## src/rtl/bin2bcd_seq_pkg.sv

```systemverilog
// Shared definitions for the calculator display path: FSM state encoding
// and elaboration-time sizing helpers for the binary-to-BCD converter.
package bin2bcd_seq_pkg;

  localparam logic [1:0] ST_IDLE  = 2'b00;
  localparam logic [1:0] ST_SHIFT = 2'b01;
  localparam logic [1:0] ST_DONE  = 2'b10;

  // Iteration counter must hold the value WIDTH itself.
  function automatic int cnt_width(input int width);
    return $clog2(width + 1);
  endfunction

  // Number of decimal digits needed for the largest WIDTH-bit value.
  function automatic int min_digits(input int width);
    longint unsigned v;
    int              n;
    if (width >= 64)
      v = 64'hFFFF_FFFF_FFFF_FFFF;
    else
      v = (64'd1 << width) - 64'd1;
    n = 1;
    while (v >= 64'd10) begin
      v = v / 64'd10;
      n = n + 1;
    end
    return n;
  endfunction

endpackage

```

## src/rtl/bin2bcd_seq_add3_cell.sv

```systemverilog
// Double-dabble correction for one BCD digit: digits of 5 or more get +3
// so the following left shift carries correctly into the next digit.
module bcd_add3_cell (
  input  logic [3:0] din,
  output logic [3:0] dout
);

  assign dout = (din >= 4'd5) ? (din + 4'd3) : din;

endmodule

```

## src/rtl/bin2bcd_seq.sv

```systemverilog
// Sequential shift-and-add-3 binary-to-BCD converter, one input bit per clock.
// Result appears on bcd together with a one-cycle done pulse WIDTH+1 cycles after start.
module bin2bcd_seq
  import bin2bcd_seq_pkg::*;
#(
  parameter int WIDTH  = 8,
  parameter int DIGITS = 3
) (
  input  logic                  clk,
  input  logic                  rst,
  input  logic                  start,
  input  logic [WIDTH-1:0]      bin,
  output logic                  busy,
  output logic                  done,
  output logic [4*DIGITS-1:0]   bcd
);

  localparam int CW = cnt_width(WIDTH);
  localparam int BW = 4 * DIGITS;

  if (WIDTH < 1) begin : g_bad_width
    $error("bin2bcd_seq: WIDTH must be at least 1");
  end
  if (DIGITS < min_digits(WIDTH)) begin : g_bad_digits
    $error("bin2bcd_seq: DIGITS too small to represent 2^WIDTH-1");
  end

  logic [1:0]       state;
  logic [CW-1:0]    cnt;
  logic [WIDTH-1:0] bin_sr;
  logic [BW-1:0]    work;
  logic [BW-1:0]    corrected;
  logic [BW+WIDTH-1:0] shifted;
  logic [BW-1:0]    work_next;
  logic [WIDTH-1:0] bin_next;
  logic             accept;
  logic             last_iter;

  for (genvar d = 0; d < DIGITS; d++) begin : g_cell
    bcd_add3_cell u_cell (
      .din  (work[4*d +: 4]),
      .dout (corrected[4*d +: 4])
    );
  end

  // The top bit of the corrected BCD falls off; the loop invariant keeps it zero.
  assign shifted   = {corrected, bin_sr} << 1;
  assign work_next = shifted[BW+WIDTH-1:WIDTH];
  assign bin_next  = shifted[WIDTH-1:0];

  assign accept    = start && ((state == ST_IDLE) || (state == ST_DONE));
  assign last_iter = (state == ST_SHIFT) && (cnt == CW'(1));

  always_ff @(posedge clk) begin
    if (rst) begin
      state  <= ST_IDLE;
      cnt    <= '0;
      bin_sr <= '0;
      work   <= '0;
      bcd    <= '0;
    end else begin
      case (state)
        ST_IDLE, ST_DONE: begin
          if (accept) begin
            state  <= ST_SHIFT;
            cnt    <= CW'(WIDTH);
            bin_sr <= bin;
            work   <= '0;
          end else begin
            state <= ST_IDLE;
          end
        end
        ST_SHIFT: begin
          cnt    <= cnt - CW'(1);
          bin_sr <= bin_next;
          work   <= work_next;
          if (last_iter) begin
            state <= ST_DONE;
            bcd   <= work_next;
          end
        end
        default: state <= ST_IDLE;
      endcase
    end
  end

  assign busy = (state == ST_SHIFT);
  assign done = (state == ST_DONE);

endmodule

```

## config.mk

```make
export PLATFORM = sky130hd
export DESIGN_NAME = bin2bcd_seq
export DESIGN_NICKNAME = d
export VERILOG_FILES = /design/src/rtl/bin2bcd_seq_pkg.sv /design/src/rtl/bin2bcd_seq_add3_cell.sv /design/src/rtl/bin2bcd_seq.sv
export SDC_FILE = /design/constraint.sdc
export NUM_CORES = 1
export LEC_CHECK = 0
export ABC_AREA = 1
export CAP_MARGIN = 0
export CELL_PAD_IN_SITES_DETAIL_PLACEMENT = 1
export CELL_PAD_IN_SITES_GLOBAL_PLACEMENT = 1
export CORE_AREA = 3 3 78 80
export DETAILED_ROUTE_END_ITERATION = 10
export DIE_AREA = 0 0 81 83
export MAX_ROUTING_LAYER = met4
export PLACE_DENSITY = 0.75
export SLEW_MARGIN = 20
export SYNTH_ARGS = -nofsm -noshare
export SYNTH_HDL_FRONTEND = slang
export SYNTH_SLANG_ARGS = --single-unit
```

## constraint.sdc

```tcl
create_clock -name clk -period 1.2 [get_ports clk]
set_input_delay 0.24 -clock clk [delete_from_list [all_inputs] [get_ports clk]]
set_output_delay 0.24 -clock clk [all_outputs]
set_load 0.02 [all_outputs]
```

Word level (Yosys, flattened, before mapping). Index checks and enable logic that the tools add are counted. Widths: inputs -> output; s select.

Mux-type cells: 12. Reductions and logical operators: 8. Equality and inequality tests: 5. $add $sub $neg: 4. Magnitude comparators: 3.

Operator list (number): $pmux 12 s2 (1); $pmux 8 s2 (1); $ge 4x3->1 const B (3); $mux 12 (1); $mux 4 (3); $add 4x2->4 const B (2); $mux 8 (1); $pmux 4 s2 (1); $eq 4x1->1 const B (1); $pmux 2 s2 (1); $reduce_and 2->1 (2); $sub 4x1->4 const B (1); $add 3x2->3 const B (1); $mux 3 (1); $eq 2x1->1 const B (1); $eq 2x2->1 const B (1); $logic_and 1x1->1 (2); $logic_not 2->1 (1); $mux 2 (1); $ne 2x1->1 const B (1); $ne 2x2->1 const B (1); $reduce_bool 2->1 (1); $reduce_or 2->1 (1); $logic_or 1x1->1 (1); $mux 1 (1).

Input bits: 11. Output and inout bits: 14. Word-level logic and storage cells: 37. Flip-flop bits (word level): 38.

Logic depth before layout (Yosys ltp).
Depth after elaboration: 5. Depth in mapped cells: 9. Mapped depth without buffers: 9.

By module. A second synthesis with hierarchy kept.

Cell total of the unflattened synthesis: 259. Area total of the unflattened synthesis: 1935.6 um^2.

Modules (own cells, without submodules): bin2bcd_seq (area an instance 1530.2 um^2, sequential area each 760.7 um^2, cells each 190, instances 1); bcd_add3_cell (area an instance 135.1 um^2, sequential area each 0.0 um^2, cells each 23, instances 3).

Worst setup path before layout. OpenSTA, ideal clock, no wires.

Kind: reg-to-reg. Start: register work[0]. End: register bcd[1]. Required time: 1083 ps. Clock period less this slack: 1235 ps. Setup slack: -35 ps. Path buffers: 0. Arrival time: 1118 ps. Cell stages (with the launch flop): 9. Library setup time: 117 ps. Cells stage by stage: dfxtp_1 inv_1 ha_1 inv_1 nand2_1 nand3_1 nand2_1 a21oi_1 nor2_1.

Word-level cells in the longest chain between the ends: 2. Elaborated cells on any way between the ends: 3. Those cells by class: add/sub: 1; order compare: 1; mux: 1.

Ends and longest elaborated chain: start, declared (RTL line bin2bcd_seq.sv:31) `logic [BW-1:0] work;`; start signal, assigned (RTL line bin2bcd_seq.sv:76) `work <= work_next;`; $add 4x2->4 or $ge 4x3->1 (tied branches) (RTL line bin2bcd_seq_add3_cell.sv:8) `assign dout = (din >= 4'd5) ? (din + 4'd3) : din;`; $mux 4 (*) (RTL line bin2bcd_seq_add3_cell.sv:8); end signal, assigned (RTL line bin2bcd_seq.sv:79) `bcd <= work_next;`; end, declared (RTL line bin2bcd_seq.sv:15) `output logic [4*DIGITS-1:0] bcd`.

Mark *: on every way between the ends. The rest lies on a longest branch, timed or not. A chain may end at the register's enable or synchronous reset.

Final worst setup path.
Start: register cnt[1]. End: register bcd[10].

Word-level cells in the longest chain between the ends: 3.

Ends and longest elaborated chain: start, declared (RTL line bin2bcd_seq.sv:29) `logic [CW-1:0] cnt;`; start signal, assigned (RTL line bin2bcd_seq.sv:66) `cnt <= CW'(WIDTH);`; start signal, assigned (RTL line bin2bcd_seq.sv:74) `cnt <= cnt - CW'(1);`; $eq 4x1->1 (RTL line bin2bcd_seq.sv:52) `assign last_iter = (state == ST_SHIFT) && (cnt == CW'(1));`; $logic_and 1x1->1 (RTL line bin2bcd_seq.sv:52); $reduce_and 2->1 (no line).

Every way passes these cells.

==> results.cfg <==
[placement]
place_area_sq_um = 2287
dp_hpwl_mm = 3.698
gp_congestion = 0.7283
portBuffers = 24
dp_worst_setup_slack_ns = -0.2892

[die]
io-pin-count = 25
start_util_pct = 34.09
die_x_microns = 81
dieHeight_microns = 83
core-area_sq_um = 5473
rows = 27
die_area_sq_um = 6723

[drt]
vias = 1865
wl_per_cell_microns = 15.52
via_per_inst = 5.000
routed_wirelength_mm = 5.789
firstDrtPassIters = 3
antenna_left = 0
drc = 0
drtIter0Drc = 39

[grt]
overflow = 0
grt_pass1_wl_mm = 9.425
grt_max_degree = 23
first_global_vias = 2001
antenna_found_initial = 0
track_usage_pct = 18.02

[power_and_ir_drop]
p_per_area_nw_per_um2 = 995.0
ir_worst_vdd_mv = 0.5205
power_leakage_uw = 0.001245

[clock_network]
cts_max_level = 2
clock_latency_ns = 0.29
path_clk_slew_ns = 0.08
clockRootBuffer = clkbuf_8
cts_buffer_depth = 2
cts_buffers = 5
cts.sinks = 38
cts_tree = yes

[flow_run]
maxCapViolations = 0

[synthesis]
ys.warnings.count = 0
netlist_instances = 251
yosysUniqueCellTypes = 27
synth_area_per_cell_sq_um = 7.432
synth_fp_nets = 270
synth-seq-cells = 38
ys_seq_area_share_pct = 40.78
synth_area_sq_um = 1866

[hold_path]
min_path_type = flip-flop to flip-flop

[final_layout]
final_cell_area_sq_um = 2766
fin_util_pct = 50.55
layout_common_cells = 32 x nand2_1, 27 x dfxtp_1, 22 x nor2_1
fill_cells = 661
layout-drive-gt1-share_pct = 41.86
final_common_cell = nand2_1
nets = 319
area_delta_synth_final_pct = 48.29
register_area_sq_um = 777.0
n_antenna_cell = 0
multi_input_area_sq_um = 1214

[critical_path]
crit_arrival_ns = 1.44
cp.required_ns = 1.38
crit_type = flip-flop to flip-flop
end_kind = flip-flop
start_kind = flip-flop
path_max_fanout = 10

[timing]
tightest_slew_ns = 0.3183
fin_skew_ns = 0.01281
fmax_mhz = 792.8
fin_crit_ns = 1.261
slew_violations = 0
finalWorstSetupSlack_ns = -0.06135
holdWs_ns = 0.4563
setup_violations = 13
min_period_over_period_pct = 105.1
rsz0062_at_grt = yes
hold_viol = 0
relSlewSlack_pct = 78.75

[outcome]
violations = negative setup slack
status = complete, but fails checks
-- power by group --
part	switching [uW]	leakage, uW	internal, uW
Clock	471	0.0000452	410
Sequential	37.6	0.000315	1320
Combinational	291	0.000885	220
-- cell type report --
class	instances	area share [%]
clock buffers	6	2.623
flip-flops and latches	38	28.09
well taps	72	3.256
inverters	28	4.704
repair buffers	53	16.96
clock inverters	2	0.4975
multi-input cells	174	43.87
-- path summary, 6_finish.rpt --
check	start	to	slack, ns	depth (start not counted)
setup reg to reg	cnt[1]$_SDFFE_PP0P_	bcd[10]$_SDFFE_PP0P_	-0.06	7
setup / recovery	cnt[1]$_SDFFE_PP0P_	bcd[10]$_SDFFE_PP0P_	-0.06	7
hold / removal	cnt[2]$_SDFFE_PP0P_	cnt[2]$_SDFFE_PP0P_	0.46	1
hold reg to reg	cnt[2]$_SDFFE_PP0P_	cnt[2]$_SDFFE_PP0P_	0.46	1
-- cell usage after synthesis, drive strengths merged --
| cell type | instances | share of area, % |
|---|---|---|
| nor2 | 23 | 4.8 |
| inv | 27 | 5.4 |
| nand3 | 22 | 6.2 |
| dfxtp | 38 | 41 |
| nand2 | 55 | 11 |
| mux2i | 1 | 0.54 |
| a31oi | 1 | 0.34 |
| o22ai | 1 | 0.34 |
| clkinv | 1 | 0.47 |
| o21ai | 12 | 3.2 |
| nand4 | 6 | 2.0 |
| or2 | 7 | 2.3 |
| buf | 10 | 5.0 |
| clkbuf | 1 | 0.20 |
| nor3 | 7 | 1.9 |
| ha | 8 | 5.4 |
| o211ai | 7 | 2.8 |
| a21oi | 24 | 6.8 |
-- critical path, cell delays in order, from the launching register on --
cell     delay (ns)
dfxtp_2        0.32
inv_2          0.08
ha_4           0.14
nand3_4        0.08
nor2_4         0.19
inv_4          0.12
a21oi_1        0.16
nor2_1         0.05
-- per-stage QoR --
stage / cells / power [uW] / TNS [ns]
global route: 373 / 2877 / -1.906
floorplan: 251 / 1665 / 0
detailed placement: 358 / 1815 / -6.605
CTS: 371 / 2725 / -0.1980
finish: 373 / 2753 / -0.4099
global placement: 358 / 1800 / -4.658
-- routing by layer --
metal  vias up  GRT usage [%]  routed length, microns  part of all wire, %
met1       903          22.07                    2556                   44
li1        924              -                       -                    -
met4         0          5.069                     146                  2.5
met5         -              -                       0                    0
met2        27          30.40                    2973                   51
met3        11          2.603                     113                  2.0
-- state kept, by name, summed over array words and instances, names as in the netlist --
signal	flops
work	12
cnt	4
state	2
bcd	12
bin_sr	8
-- kinds of logic (layout without fill, tap and decap cells) --
family | after synthesis | count (layout) | synth area share, %
muxes | 1 | 1 | 0.5366
AOI/OAI and AO/OA | 45 | 45 | 13.55
and+or+nand+nor | 120 | 120 | 28.64
buffers and inverters | 39 | 89 | 11.13
adders and majority gates | 8 | 8 | 5.366
DFF | 38 | 38 | 40.78
-- what timing repair did --
action,4_1_cts,5_1_grt
endpoints found under the setup margin,47,43
resized for setup,86,71
pin swaps,10,20
setup buffers,5,2
hold buffers,0,0
(Power assumes the default switching activity.)
